==> config.mk <==
export PLATFORM = sky130hd
export DESIGN_NAME = sync_fifo_prog
export DESIGN_NICKNAME = d
export VERILOG_FILES = /design/src/rtl/sync_fifo_pkg.sv /design/src/rtl/sync_fifo_mem.sv /design/src/rtl/sync_fifo_prog.sv
export SDC_FILE = /design/constraint.sdc
export NUM_CORES = 1
export LEC_CHECK = 0
export CAP_MARGIN = 10
export CORE_MARGIN = 4
export CORE_UTILIZATION = 52
export CTS_CLUSTER_DIAMETER = 100
export DETAILED_ROUTE_END_ITERATION = 7
export PLACE_DENSITY_LB_ADDON = 0.08
export SLEW_MARGIN = 25
export SYNTH_ARGS = -nofsm -noshare
export SYNTH_HDL_FRONTEND = slang
export SYNTH_SLANG_ARGS = --single-unit
export TNS_END_PERCENT = 10
==> constraint.sdc <==
create_clock -name clk -period 3.3 [get_ports clk]
set_input_delay 0.66 -clock clk [delete_from_list [all_inputs] [get_ports clk]]
set_output_delay 0.66 -clock clk [all_outputs]
set_load 0.005 [all_outputs]
==> src/rtl/sync_fifo_pkg.sv <==
// Shared defaults and helpers for the sync_fifo family: count/pointer widths
// and the wrap-at-depth pointer increment used for non-power-of-2 depths.
package sync_fifo_pkg;

    localparam int DEF_FIFO_WIDTH = 16;
    localparam int DEF_FIFO_DEPTH = 8;

    function automatic int cnt_width(input int depth);
        return $clog2(depth + 1);
    endfunction

    function automatic int ptr_width(input int depth);
        return (depth > 1) ? $clog2(depth) : 1;
    endfunction

    // Explicit compare against depth-1 so arbitrary depths wrap correctly.
    function automatic logic [31:0] ptr_inc(input logic [31:0] ptr, input int depth);
        logic [31:0] nxt_s;
        if (ptr == 32'(depth - 1)) begin
            nxt_s = 32'd0;
        end else begin
            nxt_s = ptr + 32'd1;
        end
        return nxt_s;
    endfunction

endpackage

==> src/rtl/sync_fifo_mem.sv <==
// Single-write, single-read storage array for sync_fifo_prog.
// Synchronous write, asynchronous read; contents are never reset.
module sync_fifo_mem #(
    parameter int WIDTH = 16,
    parameter int DEPTH = 8,
    parameter int AW    = 3
) (
    input  logic             clk,
    input  logic             we,
    input  logic [AW-1:0]    waddr,
    input  logic [WIDTH-1:0] wdata,
    input  logic [AW-1:0]    raddr,
    output logic [WIDTH-1:0] rdata
);

    logic [WIDTH-1:0] mem_r [DEPTH];

    // Storage write port.
    always_ff @(posedge clk) begin
        if (we) begin
            mem_r[waddr] <= wdata;
        end
    end

    assign rdata = mem_r[raddr];

endmodule

==> src/rtl/sync_fifo_prog.sv <==
// Synchronous FIFO with arbitrary depth, programmable almost thresholds, count,
// high-water mark and write-through-when-full. Define SYNC_FIFO_FWFT_EN for FWFT reads.
module sync_fifo_prog
    import sync_fifo_pkg::*;
#(
    parameter int FIFO_WIDTH = DEF_FIFO_WIDTH,
    parameter int FIFO_DEPTH = DEF_FIFO_DEPTH,
    parameter int AF_THRESH  = FIFO_DEPTH - 1,
    parameter int AE_THRESH  = 1,
    localparam int CW        = cnt_width(FIFO_DEPTH)
) (
    input  logic                  clk,
    input  logic                  rst_n,
    input  logic                  wr_en,
    input  logic [FIFO_WIDTH-1:0] data_in,
    input  logic                  rd_en,
    input  logic                  clr_hwm,
    output logic [FIFO_WIDTH-1:0] data_out,
    output logic                  wr_ack,
    output logic                  overflow,
    output logic                  underflow,
    output logic                  full,
    output logic                  empty,
    output logic                  almostfull,
    output logic                  almostempty,
    output logic [CW-1:0]         count,
    output logic [CW-1:0]         hwm
);

    localparam int PW = ptr_width(FIFO_DEPTH);

    logic [PW-1:0]         wr_ptr_r, rd_ptr_r, wr_ptr_next_s, rd_ptr_next_s;
    logic [CW-1:0]         count_r, hwm_r, count_next_s, hwm_next_s;
    logic                  wr_ack_r, overflow_r, underflow_r;
    logic                  rd_ok_s, wr_ok_s, empty_s, full_s;
    logic [FIFO_WIDTH-1:0] rdata_s;

    sync_fifo_mem #(
        .WIDTH (FIFO_WIDTH),
        .DEPTH (FIFO_DEPTH),
        .AW    (PW)
    ) u_mem (
        .clk   (clk),
        .we    (wr_ok_s),
        .waddr (wr_ptr_r),
        .wdata (data_in),
        .raddr (rd_ptr_r),
        .rdata (rdata_s)
    );

    assign empty_s = (count_r == {CW{1'b0}});
    assign full_s  = (count_r == CW'(FIFO_DEPTH));
    // A read on a full FIFO frees the slot the simultaneous write lands in.
    assign rd_ok_s = rd_en && !empty_s;
    assign wr_ok_s = wr_en && (!full_s || rd_ok_s);

    // Next occupancy, pointers and high-water mark.
    always_comb begin
        count_next_s  = count_r;
        wr_ptr_next_s = wr_ptr_r;
        rd_ptr_next_s = rd_ptr_r;
        hwm_next_s    = hwm_r;
        case ({wr_ok_s, rd_ok_s})
            2'b10:   count_next_s = count_r + CW'(1'b1);
            2'b01:   count_next_s = count_r - CW'(1'b1);
            default: count_next_s = count_r;
        endcase
        if (wr_ok_s) begin
            wr_ptr_next_s = PW'(ptr_inc(32'(wr_ptr_r), FIFO_DEPTH));
        end else begin
            wr_ptr_next_s = wr_ptr_r;
        end
        if (rd_ok_s) begin
            rd_ptr_next_s = PW'(ptr_inc(32'(rd_ptr_r), FIFO_DEPTH));
        end else begin
            rd_ptr_next_s = rd_ptr_r;
        end
        if (clr_hwm || (count_next_s > hwm_r)) begin
            hwm_next_s = count_next_s;
        end else begin
            hwm_next_s = hwm_r;
        end
    end

    // Pointer, occupancy and strobe state.
    always_ff @(posedge clk or negedge rst_n) begin
        if (!rst_n) begin
            wr_ptr_r    <= {PW{1'b0}};
            rd_ptr_r    <= {PW{1'b0}};
            count_r     <= {CW{1'b0}};
            hwm_r       <= {CW{1'b0}};
            wr_ack_r    <= 1'b0;
            overflow_r  <= 1'b0;
            underflow_r <= 1'b0;
        end else begin
            wr_ptr_r    <= wr_ptr_next_s;
            rd_ptr_r    <= rd_ptr_next_s;
            count_r     <= count_next_s;
            hwm_r       <= hwm_next_s;
            wr_ack_r    <= wr_ok_s;
            overflow_r  <= wr_en && !wr_ok_s;
            underflow_r <= rd_en && !rd_ok_s;
        end
    end

`ifdef SYNC_FIFO_FWFT_EN
    assign data_out = empty_s ? {FIFO_WIDTH{1'b0}} : rdata_s;
`else
    logic [FIFO_WIDTH-1:0] data_out_r;

    // Registered read data, held between accepted reads.
    always_ff @(posedge clk or negedge rst_n) begin
        if (!rst_n) begin
            data_out_r <= {FIFO_WIDTH{1'b0}};
        end else if (rd_ok_s) begin
            data_out_r <= rdata_s;
        end
    end

    assign data_out = data_out_r;
`endif

    assign wr_ack      = wr_ack_r;
    assign overflow    = overflow_r;
    assign underflow   = underflow_r;
    assign count       = count_r;
    assign hwm         = hwm_r;
    assign empty       = empty_s;
    assign full        = full_s;
    assign almostfull  = (count_r >= CW'(AF_THRESH));
    assign almostempty = !empty_s && (count_r <= CW'(AE_THRESH));

endmodule
=== Yosys cells after proc, flatten, opt, wreduce, memory -nomap -nowiden ===
Memory sizes are Yosys's and may differ from the RTL's. A register that Yosys moved wholly into a read port is not among the register bits.
Cells that the tools add are included.

* Register bits: 17
* RAM bits: 128
* Input port bits: 21
* Output and inout bits: 31
* Logic and storage cells: 38
* Memories: 1

{| class="wikitable"
|+ Memory list
! memory !! words !! width !! rd ports !! clocked after Yosys merged registers in !! write ports !! RTL line !! source
|-
| u_mem.mem_r || 8 || 16 || 1 || 1 || 1 || sync_fifo_mem.sv:16 || <nowiki>logic [WIDTH-1:0] mem_r [DEPTH];</nowiki>
|}

* Add/sub/neg operators: 4
* Magnitude comparators: 3
* Equality and inequality tests: 5
* Muxes and demuxes: 5
* Reduce and logical (&&, ||, !) cells: 13

{| class="wikitable"
|+ Operator list
! cell !! count
|-
| 4-bit case mux with 2 select lines || 1
|-
| 3-bit by 1-bit adder with 3-bit output, second input constant || 2
|-
| 3-bit == test, second input constant || 2
|-
| 3-bit two-way mux || 2
|-
| 1-bit logical AND || 5
|-
| 1-bit zero test || 5
|-
| 4-bit by 1-bit adder with 4-bit output, second input constant || 1
|-
| 4-bit == test, second input constant || 1
|-
| 4-bit by 3-bit >= comparator with 1-bit output, second input constant || 1
|-
| 4-bit > comparator || 1
|-
| 4-bit by 1-bit <= comparator with 1-bit output, second input constant || 1
|-
| 4-bit zero test || 1
|-
| 4-bit by 1-bit subtractor with 4-bit output, second input constant || 1
|-
| 2-bit by 1-bit == test with 1-bit output, second input constant || 1
|-
| 2-bit == test, second input constant || 1
|-
| 1-bit logical OR || 2
|-
| 1-bit two-way mux || 2
|}

=== Logic depth before layout (Yosys ltp) ===
Gate-level depths: netlist of the first run.

* Word-level depth: 9
* Depth in mapped cells: 12
* Gate-level depth less buffers: 11

=== Modules after synthesis ===
From an unflattened synthesis of the first run, not the netlist that was laid out.

* Cells, all modules: 342
* Area total of the unflattened synthesis: 6661.4 sq um

{| class="wikitable"
|+ Modules (own cells, without submodules)
! module !! times used !! cells each !! area each (sq um) !! sequential area each (sq um)
|-
| sync_fifo_mem || 1 || 198 || 4973.5 || 3843.7
|-
| sync_fifo_prog || 1 || 144 || 1687.9 || 825.8
|}

=== Worst setup path before layout of the first run ===
No wires, ideal clock.

* Kind: register to register
* From: register count_r[1], in the netlist count[1]
* To: register hwm_r[0], in the netlist hwm[0]
* Setup time: 0.125 ns
* Arrival: 3.008 ns
* Required time: 3.175 ns
* Setup slack: 0.167 ns
* Stages on the path, launching flop included: 13
* Buffers on the path: 1
* Period minus slack after synthesis: 3.133 ns
* Cell sequence: dfrtp_1 > inv_1 > ha_1 > or3b_1 > and2_4 > buf_6 > and3_4 > nor3_1 > ha_1 > inv_1 > o21ai_0 > a31oi_1 > mux2_2

* Cells in the longest elaborated chain, start to end: 9
* Elaborated cells on any way between the ends: 14
* Those cells by class: add/sub: 2; order compare: 1; eq/ne: 3; mux: 1; reduce/logical: 7

{| class="wikitable"
|+ Ends and longest elaborated chain
! what !! RTL line !! source
|-
| start, declared || sync_fifo_prog.sv:33 || <nowiki>logic [CW-1:0] count_r, hwm_r, count_next_s, hwm_next_s;</nowiki>
|-
| start signal, assigned || sync_fifo_prog.sv:90 || <nowiki>count_r <= {CW{1'b0}};</nowiki>
|-
| start signal, assigned || sync_fifo_prog.sv:98 || <nowiki>count_r <= count_next_s;</nowiki>
|-
| 4-bit zero test || sync_fifo_prog.sv:51 || <nowiki>assign empty_s = (count_r == {CW{1'b0}});</nowiki>
|-
| 1-bit zero test || sync_fifo_prog.sv:54 || <nowiki>assign rd_ok_s = rd_en && !empty_s;</nowiki>
|-
| 1-bit logical AND || sync_fifo_prog.sv:54 ||
|-
| 1-bit logical OR || sync_fifo_prog.sv:55 || <nowiki>assign wr_ok_s = wr_en && (!full_s || rd_ok_s);</nowiki>
|-
| 1-bit logical AND || sync_fifo_prog.sv:55 ||
|-
| 2-bit by 1-bit == test with 1-bit output or 2-bit == test (tied branches) || sync_fifo_prog.sv:63 || <nowiki>case ({wr_ok_s, rd_ok_s})</nowiki>
|-
| 4-bit case mux with 2 select lines (*) || sync_fifo_prog.sv:63 ||
|-
| named net count_next_s[1] || sync_fifo_prog.sv:33 ||
|-
| 4-bit > comparator (*) || sync_fifo_prog.sv:78 || <nowiki>if (clr_hwm || (count_next_s > hwm_r)) begin</nowiki>
|-
| 1-bit logical OR (*) || sync_fifo_prog.sv:78 ||
|-
| end signal, assigned || sync_fifo_prog.sv:91 || <nowiki>hwm_r <= {CW{1'b0}};</nowiki>
|-
| end signal, assigned || sync_fifo_prog.sv:99 || <nowiki>hwm_r <= hwm_next_s;</nowiki>
|-
| end, declared || sync_fifo_prog.sv:33 ||
|}

Mark *: on every way through the listed nets, which the timed path passes. The rest lies on a longest branch.
A chain may end at the register's enable or synchronous reset.

=== Final worst setup path of the first run ===
* From: register count_r[0], in the netlist count[0]
* To: register hwm_r[3], in the netlist hwm[3]

* Cells in the longest elaborated chain, start to end: 9
* Elaborated cells on any way between the ends: 14
* Those cells by class: add/sub: 2; order compare: 1; eq/ne: 3; mux: 1; reduce/logical: 7

{| class="wikitable"
|+ Ends and longest elaborated chain
! what !! RTL line
|-
| 4-bit zero test || sync_fifo_prog.sv:51
|-
| 1-bit zero test || sync_fifo_prog.sv:54
|-
| 1-bit logical AND || sync_fifo_prog.sv:54
|-
| 1-bit logical OR || sync_fifo_prog.sv:55
|-
| 1-bit logical AND || sync_fifo_prog.sv:55
|-
| 2-bit by 1-bit == test with 1-bit output or 2-bit == test (tied branches) || sync_fifo_prog.sv:63
|-
| 4-bit case mux with 2 select lines (*) || sync_fifo_prog.sv:63
|-
| named net count_next_s[3] || sync_fifo_prog.sv:33
|-
| 4-bit > comparator || sync_fifo_prog.sv:78
|-
| 1-bit logical OR || sync_fifo_prog.sv:78
|}

Marked as above.

==> run_results.csv, run 1 <==
group,metric,value,unit
outcome,status,"finished, final reports clean",
cts,cts_post_setup_buffers_inserted,0,
power_and_ir_drop,p_leak,2.84,nW
cts,clockBufferDepth,2,
setup_path,path_class,"flop to flop",
grt,grt_pass1_vias,3585,
power_and_ir_drop,p_sw,2.03,mW
finish,stdcell_count,620,
logic_synthesis,synth_top_family_by_area,"multiplexers",
drt,final_antenna_net_count,0,
logic_synthesis,yosys.area_share.simple,5.00,%
cts,cts_tree,"yes",
power_and_ir_drop,power.density,881,mW/mm^2
power_and_ir_drop,clockPowerShare,25.2,%
logic_synthesis,synth_edf_count,128,
logic_synthesis,async_flop_share,20.5,%
placed_design,place_congestion,0.786,
cts,root_buffer,"clkbuf_16",
logic_synthesis,synth_compound_area_share,4.17,%
placed_design,hpwl,7550,um
floorplanning,start_util,53.5,%
logic_synthesis,avgSynthCellArea,18.1,um^2
drt,detail_route.vias_per_cell,5.52,
cts,clock_latency,0.41,ns
power_and_ir_drop,internal-power,4.92,mW
drt,wire_per_inst,19.4,um
timing,max_freq,326,MHz
finish,nets,471,
logic_synthesis,yosysTopAreaCell,"edfxtp_1",
grt,grt_max_degree,37,
finish,layout-drive-gt1-share,22.8,%
placed_design,dpl_worst_slack,-0.0697,ns
power_and_ir_drop,p_seq_share,39.9,%
logic_synthesis,synth_most_common_cell,"edfxtp_1",
timing,fin_worst_skew,0.00724,ns
logic_synthesis,synth_cells,358,
setup_path,worstPathRequired,3.60,ns
hold_path,hold_path.class,"input port to async pin",
floorplanning,dieWidth,120,um
setup_path,start_kind,"flop",
logic_synthesis,synth-adder-area-share,2.12,%
power_and_ir_drop,combinationalPowerShare,34.8,%
finish,n_antenna_cell,0,
logic_synthesis,ys_warn_count,0,
timing,relSlewSlack,44.4,%
timing,slew_violations,0,
floorplanning,num_io_pins,52,
grt,grt_overflow,0,
cts,cts-resized-gates,0,
timing,fin_crit,3.07,ns
cts,numCtsBuffers,17,
cts,clkTransAtPathRegs,0.06,ns
drt,wirelength,12000,um
logic_synthesis,synth.distinct_cells,44,
power_and_ir_drop,power.share.switching,29.3,%
logic_synthesis,post_synth_xor_area_fraction,0.135,%
setup_path,cp-end-kind,"flop",
timing,rsz0062_at_grt,"no",
grt,antenna_found_initial,0,
timing,tightest_slew,0.835,ns
logic_synthesis,synthMuxAreaShare,14.5,%
grt,grt_usage,18.4,%
logic_synthesis,netlist.area_leader.share,59.3,%
timing,finalSetupViolations,0,
logic_synthesis,ys.flop_type,"edfxtp_1",
setup_path,crit_arrival,3.37,ns
setup_path,crit_fanout,8,
cts,cts-hold-fix-buffers,0,
grt,grt_pass1_wl,19600,um
logic_synthesis,ys_seq_area_share,72.1,%
drt,firstDrtPassIters,4,
timing,finalWorstSetupSlack,0.235,ns
finish,nFillCells,884,
floorplanning,placement_rows,40,
drt,vias,3425,
drt,drcViolationCount,0,
logic_synthesis,netlist_top_cells_count,"edfxtp_1 (128), dfrtp_1 (33), mux4_2 (32)",
floorplanning,dieHeight,120,um
finish,syn2layout_area_growth,21.8,%
timing,whs,0.341,ns
timing,fin_crit_sh,92.9,%
logic_synthesis,syn_nets,390,
logic_synthesis,synthTopCellsByArea,"edfxtp_1 (59%), dfrtp_1 (13%), mux4_2 (11%)",
floorplanning,dieArea,0.0143,mm^2
logic_synthesis,ys_ff_latch,161,
floorplanning,core,0.0121,mm^2
placed_design,placed_cells,588,
placed_design,port_buffers,51,
drt,first_iter_violations,207,
run,cap_violations,0,
power_and_ir_drop,worst_ir_drop_vdd,0.000494,V
cts,htreeDepth,4,
logic_synthesis,synth_area,0.00648,mm^2
timing,finalHoldViolations,0,
cts,cts_sinks,161,
-- cells by family (layout without fill, tap and decap cells) --
| group | Yosys count | in the layout |
|---|---|---|
| flip-flops | 161 | 161 |
| XOR/XNOR | 1 | 1 |
| buffers and inverters | 31 | 125 |
| AO/OA/AOI/OAI | 41 | 41 |
| adder cells (fa/ha/maj) | 11 | 11 |
| multiplexers | 53 | 53 |
| AND/OR/NAND/NOR | 60 | 60 |
-- final cells by class --
type	count	area, um^2	share of cell area [%]
inverters	13	48.8	0.618
clock inverters	12	91.3	1.16
well taps	168	210	2.66
clock buffers	20	437	5.53
flip-flops and latches	161	4670	59.2
repair buffers	80	736	9.32
multi-input cells	166	1700	21.6
-- stage by stage --
stage / instance area [um^2] / setup TNS, ns / power, mW / utilization, %
floorplan: 6480 / 0 / 4.29 / -
global placement: 7350 / 0 / 5.19 / 60.7
detailed placement: 7350 / -0.208 / 5.25 / 60.7
CTS: 7880 / 0 / 7.01 / 65.1
global route: 7900 / 0 / 7.38 / 65.2
finish: 7900 / 0 / 6.95 / 65.2
-- worst paths after layout --
check,start,endpoint,slack [ns],cells past startpoint
max,count[0]$_DFF_PN0_,hwm[3]$_DFFE_PN0P_,0.23,11
min,rst_n,overflow$_DFF_PN0_,0.34,1
max reg2reg,count[0]$_DFF_PN0_,hwm[3]$_DFFE_PN0P_,0.23,11
min reg2reg,data_out[9]$_DFFE_PN0N_,data_out[9]$_DFFE_PN0N_,0.52,2
max in group asynchronous,rst_n,rd_ptr_r[0]$_DFFE_PN0N_,2.37,1
min in group clk,data_out[9]$_DFFE_PN0N_,data_out[9]$_DFFE_PN0N_,0.52,2
-- power by group through the flow --
stage          registers (mW)  logic (mW)  clock network (mW)
5_1_grt                  2.82        2.67                1.90
2_1_floorplan            2.78        1.51                   0
6_report                 2.78        2.42                1.75
3_3_place_gp             2.80        2.39                   0
3_5_place_dp             2.82        2.44                   0
4_1_cts                  2.78        2.44                1.79
-- placed cells by master, fill, tap and decap left out, types with 2 or more instances in the layout --
cell,Yosys,routed
edfxtp_1,128,128
clkdlybuf4s50_1,0,50
mux4_2,32,32
dfrtp_1,33,32
buf_4,0,28
nor2_1,23,23
a21oi_1,18,18
clkbuf_16,0,17
mux2i_1,16,16
inv_1,13,13
ha_1,11,10
nand2_1,8,8
o21ai_0,7,6
clkinv_2,0,6
nand2b_1,5,5
mux2_2,5,5
nor2b_1,4,4
nor3_1,5,3
clkbuf_1,9,3
nand3b_1,2,2
nor4bb_1,2,2
nor3_2,0,2
a21o_1,2,2
a31oi_1,2,2
nor4b_1,2,2
a211oi_1,2,2
clkinv_1,0,2
clkinvlp_4,0,2
-- routing by layer --
metal | vias to the layer above | global-route usage, % | wire length, um
met4 | 0 | 6.73 | 172
met3 | 15 | 4.24 | 517
met1 | 1757 | 25.1 | 5300
met2 | 77 | 29.4 | 6030
met5 | - | 0 | 0
li1 | 1576 | - | -
-- critical path, stage by stage, from the launching register on --
cell and delay, ns:
dfrtp_1 0.38, inv_1 0.16, ha_4 0.21, or2b_1 0.29, a2111oi_1 0.40, o32a_1 0.23, ha_1 0.26, a211oi_1 0.23
o21ai_1 0.12, a31oi_1 0.17, buf_4 0.16, mux2_2 0.33
-- registers in the layout, indices dropped and copies added, names as in the netlist --
name	count
wr_ptr_r	3
rd_ptr_r	3
underflow	1
u_mem.mem_r	128
wr_ack	1
hwm	4
overflow	1
data_out	16
count	4
Note: power is estimated with default switching activity, not from simulation.
==> run 2: changes to the inputs <==
--- a/config.mk
+++ b/config.mk
@@ -10,9 +10,10 @@
 export CORE_UTILIZATION = 52
 export CTS_CLUSTER_DIAMETER = 100
 export DETAILED_ROUTE_END_ITERATION = 7
-export PLACE_DENSITY_LB_ADDON = 0.08
+export PLACE_DENSITY = 0.71
 export SLEW_MARGIN = 25
 export SYNTH_ARGS = -nofsm -noshare
 export SYNTH_HDL_FRONTEND = slang
+export SYNTH_HIERARCHICAL = 1
 export SYNTH_SLANG_ARGS = --single-unit
 export TNS_END_PERCENT = 10
==> run 2 against run 1 <==
  * Area after synthesis up 2.8%
  * Clock skew about the same
  * Core utilization down 0.53 points
  * Register-to-register slack worse by 0.05 ns
  * Design area up 2.9%
  * Global-route usage down 0.36 points
  * Worst hold slack better by 0.022 ns
  * Critical path type unchanged
  * Largest cell class unchanged
  * Largest power group unchanged
==> run_results.csv, run 2 <==
group,metric,value,unit
floorplanning,start_util,53.0,%
cts,root_buffer,"clkbuf_16",
timing,fin_crit_sh,94.3,%
timing,finalWorstSetupSlack,0.188,ns
logic_synthesis,ys_warn_count,6,
outcome,status,"finished, final reports clean",
power_and_ir_drop,p_leak,2.97,nW
finish,n_antenna_cell,0,
cts,numCtsBuffers,17,
cts,cts-resized-gates,0,
timing,finalSetupViolations,0,
finish,stdcell_count,609,
finish,final_cell_mix,"edfxtp_1 (128), clkdlybuf4s50_1 (50), dfrtp_1 (33), buf_4 (28), mux4_1 (28)",
grt,met1_usage,23.4,%
power_and_ir_drop,power.density,891,mW/mm^2
logic_synthesis,syn_nets,374,
drt,vias,3461,
setup_path,r2r-end,"hwm[2]$_DFFE_PN0P_",
setup_path,worstPathRequired,3.60,ns
setup_path,path_class,"flop to flop",
setup_path,path_delay_family,"compound AO/OA/AOI/OAI gates",
floorplanning,core,0.0126,mm^2
grt,grt_pass1_vias,3438,
setup_path,crit_arrival,3.41,ns
grt,grt_overflow,0,
logic_synthesis,synth_cells,342,
logic_synthesis,netlist_top_cells_count,"edfxtp_1 (128), dfrtp_1 (33), mux4_1 (28)",
setup_path,start_kind,"flop",
timing,max_freq,321,MHz
placed_design,postPlaceCellArea,0.00749,mm^2
setup_path,crit_fanout,4,
logic_synthesis,synth.distinct_cells,45,
grt,grt_max_degree,35,
setup_path,max_stage_delay,0.56,ns
cts,clkTransAtPathRegs,0.06,ns
power_and_ir_drop,worst_ir_drop_vdd,0.000496,V
cts,clock_latency,0.42,ns
grt,gr-usage-met3,5.59,%
floorplanning,dieHeight,121,um
logic_synthesis,ys.flop_type,"edfxtp_1",
timing,tns,0,ns
drt,first_iter_violations,234,
setup_path,worst-path-stages,10,
logic_synthesis,netlist.area_leader.share,57.7,%
cts,cts_tree,"yes",
drt,firstDrtPassIters,5,
drt,wirelength,12500,um
setup_path,path_common_cell,"ha_1",
setup_path,cp_slowest_cell,"or4b_1",
placed_design,dpl_worst_slack,-0.199,ns
grt,antenna_found_initial,0,
drt,detail_route.vias_per_cell,5.68,
grt,grt_util_met2,29.7,%
logic_synthesis,ys_ff_latch,161,
floorplanning,dieArea,0.0147,mm^2
logic_synthesis,synth_area,0.00666,mm^2
timing,tightest_slew,0.972,ns
setup_path,worstPathCellList,"inv_1 > ha_1 > nor3b_2 > o211a_1 > or4b_1 > ha_1 > a211oi_1 > o21ai_0 > a31o_2 > mux2_2",
logic_synthesis,ys_seq_area_share,70.1,%
cts,cts-hold-fix-buffers,0,
grt,grt_usage,18.1,%
timing,fin_worst_skew,0.00674,ns
setup_path,path_buf_inv,1,
logic_synthesis,avgSynthCellArea,19.5,um^2
drt,drcViolationCount,0,
placed_design,placed_cells,577,
cts,cts_sinks,161,
setup_path,r2r_setup_slack,0.19,ns
finish,largest_reg_flops,128,
cts,cts_post_setup_buffers_inserted,0,
run,cap_violations,0,
finish,largest_register,"u_mem/mem_r",
timing,slew_violations,0,
floorplanning,dieWidth,121,um
placed_design,port_buffers,51,
logic_synthesis,synth_most_common_cell,"edfxtp_1",
logic_synthesis,async_flop_share,20.5,%
drt,wire_per_inst,20.5,um
cts,htreeDepth,4,
timing,finalHoldViolations,0,
hold_path,hold_path.class,"input port to async pin",
grt,grt_pass1_wl,19300,um
setup_path,r2r_start,"count[1]$_DFF_PN0_",
cts,clockBufferDepth,2,
setup_path,cp-end-kind,"flop",
finish,fin_area,0.00813,mm^2
floorplanning,num_io_pins,52,
logic_synthesis,synthTopCellsByArea,"edfxtp_1 (58%), dfrtp_1 (12%), mux4_1 (11%)",
logic_synthesis,yosysTopAreaCell,"edfxtp_1",
setup_path,rr_worst_depth,10,
timing,rsz0062_at_grt,"no",
timing,whs,0.363,ns
placed_design,place_congestion,0.816,
grt,top_usage_layer,"met2",
timing,relSlewSlack,35.2,%
finish,syn2layout_area_growth,22.0,%
timing,fin_crit,3.11,ns
finish,nets,456,
placed_design,hpwl,7310,um
finish,layout-drive-gt1-share,21.7,%
drt,final_antenna_net_count,0,
logic_synthesis,synth_edf_count,128,
finish,layout_commonest_cell,"edfxtp_1",
floorplanning,placement_rows,41,
## run 2: cell types whose count changed after synthesis, moves of 4 or more
cell / change
mux4_1: +28
mux4_2: -28
mux2_2: +20
mux2i_1: -16
a21oi_1: -15
nor2_1: -14
mux2_1: +11
clkbuf_1: -7
buf_2: -5
buf_6: +5
nor3_1: +4
## run 2: metal layers
metal  vias up  wire length, um
li1       1569                -
met3         6              578
met2        88             6540
met1      1798             5290
met5         -                0
met4         0               68
## run 2: area by class of cell
type,count,area [um^2]
flip-flops and latches,161,4670
fillers,855,4440
multi-input cells,155,1860
repair buffers,79,716
clock buffers,23,478
well taps,172,215
clock inverters,9,155
inverters,10,37.5
## run 2: worst max-delay path by stage
stage,start,endpoint,slack (ns)
floorplan,count[1]$_DFF_PN0_,hwm[2]$_DFFE_PN0P_,0.32
global placement,wr_en,hwm[3]$_DFFE_PN0P_,-0.007
detailed placement,wr_en,hwm[3]$_DFFE_PN0P_,-0.20
CTS,count[1]$_DFF_PN0_,hwm[2]$_DFFE_PN0P_,0.20
global route,count[2]$_DFF_PN0_,hwm[3]$_DFFE_PN0P_,0.07
finish,count[1]$_DFF_PN0_,hwm[2]$_DFFE_PN0P_,0.19
## run 2: cells by family after synthesis
kind of cell / Yosys count / synth area share, %
buffers and inverters: 26 / 2.25
and+or+nand+nor: 51 / 4.40
AOI/OAI and AO/OA: 24 / 2.57
DFF: 161 / 70.1
muxes: 68 / 18.5
adders and majority gates: 11 / 2.07
xor gates and xnor gates: 1 / 0.132
## run 2: where the power goes
part,leakage (nW),internal (mW),switching [mW]
clock,0.308,1.33,0.736
sequential,1.56,2.61,0.251
combinational,1.11,1.32,0.994
## run 2: metrics by stage
stage	utilization, %	power, mW
finish	64.7	7.24
global route	64.7	7.61
global placement	59.6	5.13
CTS	64.7	7.30
floorplan	-	4.29
detailed placement	59.6	5.22
==> run 3: changes to the inputs <==
--- a/config.mk
+++ b/config.mk
@@ -5,12 +5,15 @@
 export SDC_FILE = /design/constraint.sdc
 export NUM_CORES = 1
 export LEC_CHECK = 0
+export ABC_AREA = 1
 export CAP_MARGIN = 10
+export CELL_PAD_IN_SITES_DETAIL_PLACEMENT = 1
+export CELL_PAD_IN_SITES_GLOBAL_PLACEMENT = 2
 export CORE_MARGIN = 4
-export CORE_UTILIZATION = 52
+export CORE_UTILIZATION = 34
 export CTS_CLUSTER_DIAMETER = 100
 export DETAILED_ROUTE_END_ITERATION = 7
-export PLACE_DENSITY = 0.71
+export PLACE_DENSITY = 0.72
 export SLEW_MARGIN = 25
 export SYNTH_ARGS = -nofsm -noshare
 export SYNTH_HDL_FRONTEND = slang
==> run 3 against run 2 <==
  * Register-to-register slack improved by 0.36 ns
  * Flip-flop and latch count stayed put
  * Cell count grew 86%
  * Area after synthesis is 11% higher
  * Critical path depth fell by 5
  * Sequential share of layout area shrank 4.2 points
  * Non-clock buffer count decreased by 3
  * Global-route usage fell by 1.7 points
  * First-iteration DRC count grew 10%
==> run_results.csv, run 3 <==
group,metric,value,unit
outcome,status,"finished, final reports clean",
grt,grt_max_degree,68,
finish,nets,874,
placed_design,place_congestion,0.759,
logic_synthesis,ys_ff_latch,161,
finish,syn2layout_area_growth,18.9,%
floorplanning,dieArea,0.0241,mm^2
logic_synthesis,synth_area,0.00738,mm^2
floorplanning,placement_rows,53,
power_and_ir_drop,power.density,849,mW/mm^2
finish,largest_register,"u_mem/mem_r",
floorplanning,num_io_pins,52,
drt,vias,5195,
cts,root_buffer,"clkbuf_16",
setup_path,path_common_cell,"inv_1",
timing,fin_crit,2.78,ns
finish,largest_reg_flops,128,
cts,cts-hold-fix-buffers,0,
setup_path,worstPathRequired,2.64,ns
drt,first_iter_violations,258,
cts,clockBufferDepth,2,
finish,final_core_util,41.4,%
placed_design,hpwl,12200,um
logic_synthesis,synth.distinct_cells,25,
logic_synthesis,async_flop_share,20.5,%
power_and_ir_drop,internal-power,4.58,mW
setup_path,start_kind,"flop",
drt,wirelength,18600,um
placed_design,port_buffers,51,
floorplanning,core,0.0212,mm^2
floorplanning,dieHeight,155,um
timing,fin_worst_skew,0.0102,ns
floorplanning,start_util,34.9,%
finish,n_antenna_cell,0,
power_and_ir_drop,worst_ir_drop_vdd,0.000435,V
setup_path,path_delay_family,"buffers and inverters",
logic_synthesis,netlist.area_leader.share,52.1,%
cts,clock_latency,0.43,ns
timing,tightest_slew,0.790,ns
logic_synthesis,syn_nets,806,
cts,htreeDepth,4,
setup_path,crit_arrival,2.12,ns
setup_path,worstPathCellList,"inv_1 > ha_1 > nand3_4 > inv_1 > clkdlybuf4s50_1",
timing,tns,0,ns
logic_synthesis,avgSynthCellArea,9.53,um^2
setup_path,cp-end-kind,"output pin",
timing,slew_violations,0,
logic_synthesis,yosysTopAreaCell,"edfxtp_1",
setup_path,max_stage_delay,0.49,ns
power_and_ir_drop,p_sw,2.86,mW
finish,layout-drive-gt1-share,8.19,%
logic_synthesis,ys_seq_area_share,63.3,%
timing,finalSetupViolations,0,
setup_path,cp_slowest_cell,"clkdlybuf4s50_1",
grt,antenna_found_initial,0,
drt,drcViolationCount,0,
setup_path,path_class,"flop to output pin",
power_and_ir_drop,clockPowerShare,24.9,%
logic_synthesis,synth_edf_count,128,
cts,clkTransAtPathRegs,0.07,ns
logic_synthesis,ys.flop_type,"edfxtp_1",
timing,rsz0062_at_grt,"no",
logic_synthesis,ys_warn_count,6,
drt,final_antenna_net_count,0,
logic_synthesis,synth_most_common_cell,"nand2_1",
grt,grt_pass1_vias,5710,
run,cap_violations,0,
grt,grt_usage,16.4,%
grt,grt_pass1_wl,30200,um
timing,finalHoldViolations,0,
setup_path,path_buf_inv,3,
power_and_ir_drop,combinationalPowerShare,37.4,%
drt,detail_route.vias_per_cell,4.60,
floorplanning,dieWidth,155,um
logic_synthesis,netlist_top_cells_count,"nand2_1 (307), inv_1 (153), edfxtp_1 (128)",
drt,wire_per_inst,16.5,um
power_and_ir_drop,power.share.switching,38.4,%
hold_path,hold_path.class,"input port to async pin",
power_and_ir_drop,p_leak,4.15,nW
cts,cts-resized-gates,0,
logic_synthesis,synthTopCellsByArea,"edfxtp_1 (52%), nand2_1 (16%), dfrtp_1 (11%)",
setup_path,crit_fanout,7,
timing,finalWorstSetupSlack,0.520,ns
finish,final_cell_mix,"nand2_1 (307), inv_1 (153), edfxtp_1 (128), nand3_1 (77), clkdlybuf4s50_1 (50)",
timing,relSlewSlack,47.3,%
timing,max_freq,360,MHz
drt,firstDrtPassIters,5,
placed_design,dpl_worst_slack,0.285,ns
cts,cts_tree,"yes",
cts,numCtsBuffers,17,
power_and_ir_drop,p_seq_share,37.6,%
cts,cts_post_setup_buffers_inserted,0,
grt,grt_overflow,0,
cts,cts_sinks,161,
timing,fin_crit_sh,84.2,%
logic_synthesis,synth_cells,774,
finish,layout_commonest_cell,"nand2_1",
==> run 3: cell types whose count changed in the layout (fill, tap and decap cells not counted), moves of 7 or more <==
cell,before,now
nand2b_1,7,0
nand2_1,10,307
mux2_1,11,0
mux2_2,25,0
inv_1,10,153
mux4_1,28,0
nand3_1,0,77
==> run 3: power groups by stage <==
stage,logic (mW),registers (mW),clock network [mW]
2_1_floorplan,1.79,2.81,0
3_3_place_gp,2.79,2.84,0
3_5_place_dp,2.85,2.85,0
4_1_cts,2.88,2.81,1.90
5_1_grt,3.19,2.85,1.98
6_report,2.79,2.80,1.85
==> run 3: per-layer routing <==
layer,up-vias,part of all wire [%],track usage (%)
met2,48,54,30.3
met3,18,1.9,3.09
met1,2600,43,18.9
li1,2529,-,-
met4,0,1.6,5.63
met5,-,0,0
==> run 3: area by class of cell <==
type	instances	area (um^2)
well taps	275	344
fillers	2426	12400
inverters	158	596
clock inverters	15	125
multi-input cells	428	1910
clock buffers	17	425
flip-flops and latches	161	4670
repair buffers	76	693
==> run 3: path summary, 6_finish.rpt <==
| check | startpoint | end | slack, ns | cells past startpoint |
|---|---|---|---|---|
| max | count[0]$_DFF_PN0_ | full | 0.52 | 5 |
| min | rst_n | data_out[5]$_DFFE_PN0N_ | 0.30 | 1 |
| max reg2reg | count[0]$_DFF_PN0_ | hwm[2]$_DFFE_PN0P_ | 0.55 | 16 |
| min reg2reg | data_out[11]$_DFFE_PN0N_ | data_out[11]$_DFFE_PN0N_ | 0.48 | 2 |
| max in group asynchronous | rst_n | rd_ptr_r[0]$_DFFE_PN0N_ | 2.46 | 1 |
| min in group clk | data_out[11]$_DFFE_PN0N_ | data_out[11]$_DFFE_PN0N_ | 0.48 | 2 |
==> run 3: cells by family (layout without fill, tap and decap cells) <==
kind of cell	count (synthesis)	after routing	share of synthesized area (%)
compound gates	7	7	0.492
xor+xnor	2	2	0.238
fa+ha+maj	11	11	1.87
buf+inv	185	266	10.8
flops	161	161	63.3
simple gates	408	408	23.3
==> run 3: per-stage QoR <==
stage	cell area, um^2	instances	hold WS (ns)	total power [mW]
finish	8770	1130	0.299	7.44
global route	8770	1130	0.347	8.02
CTS	8770	1130	0.320	7.59
detailed placement	8220	1098	0.471	5.71
global placement	8220	1098	0.464	5.62
floorplan	7380	774	0.364	4.60
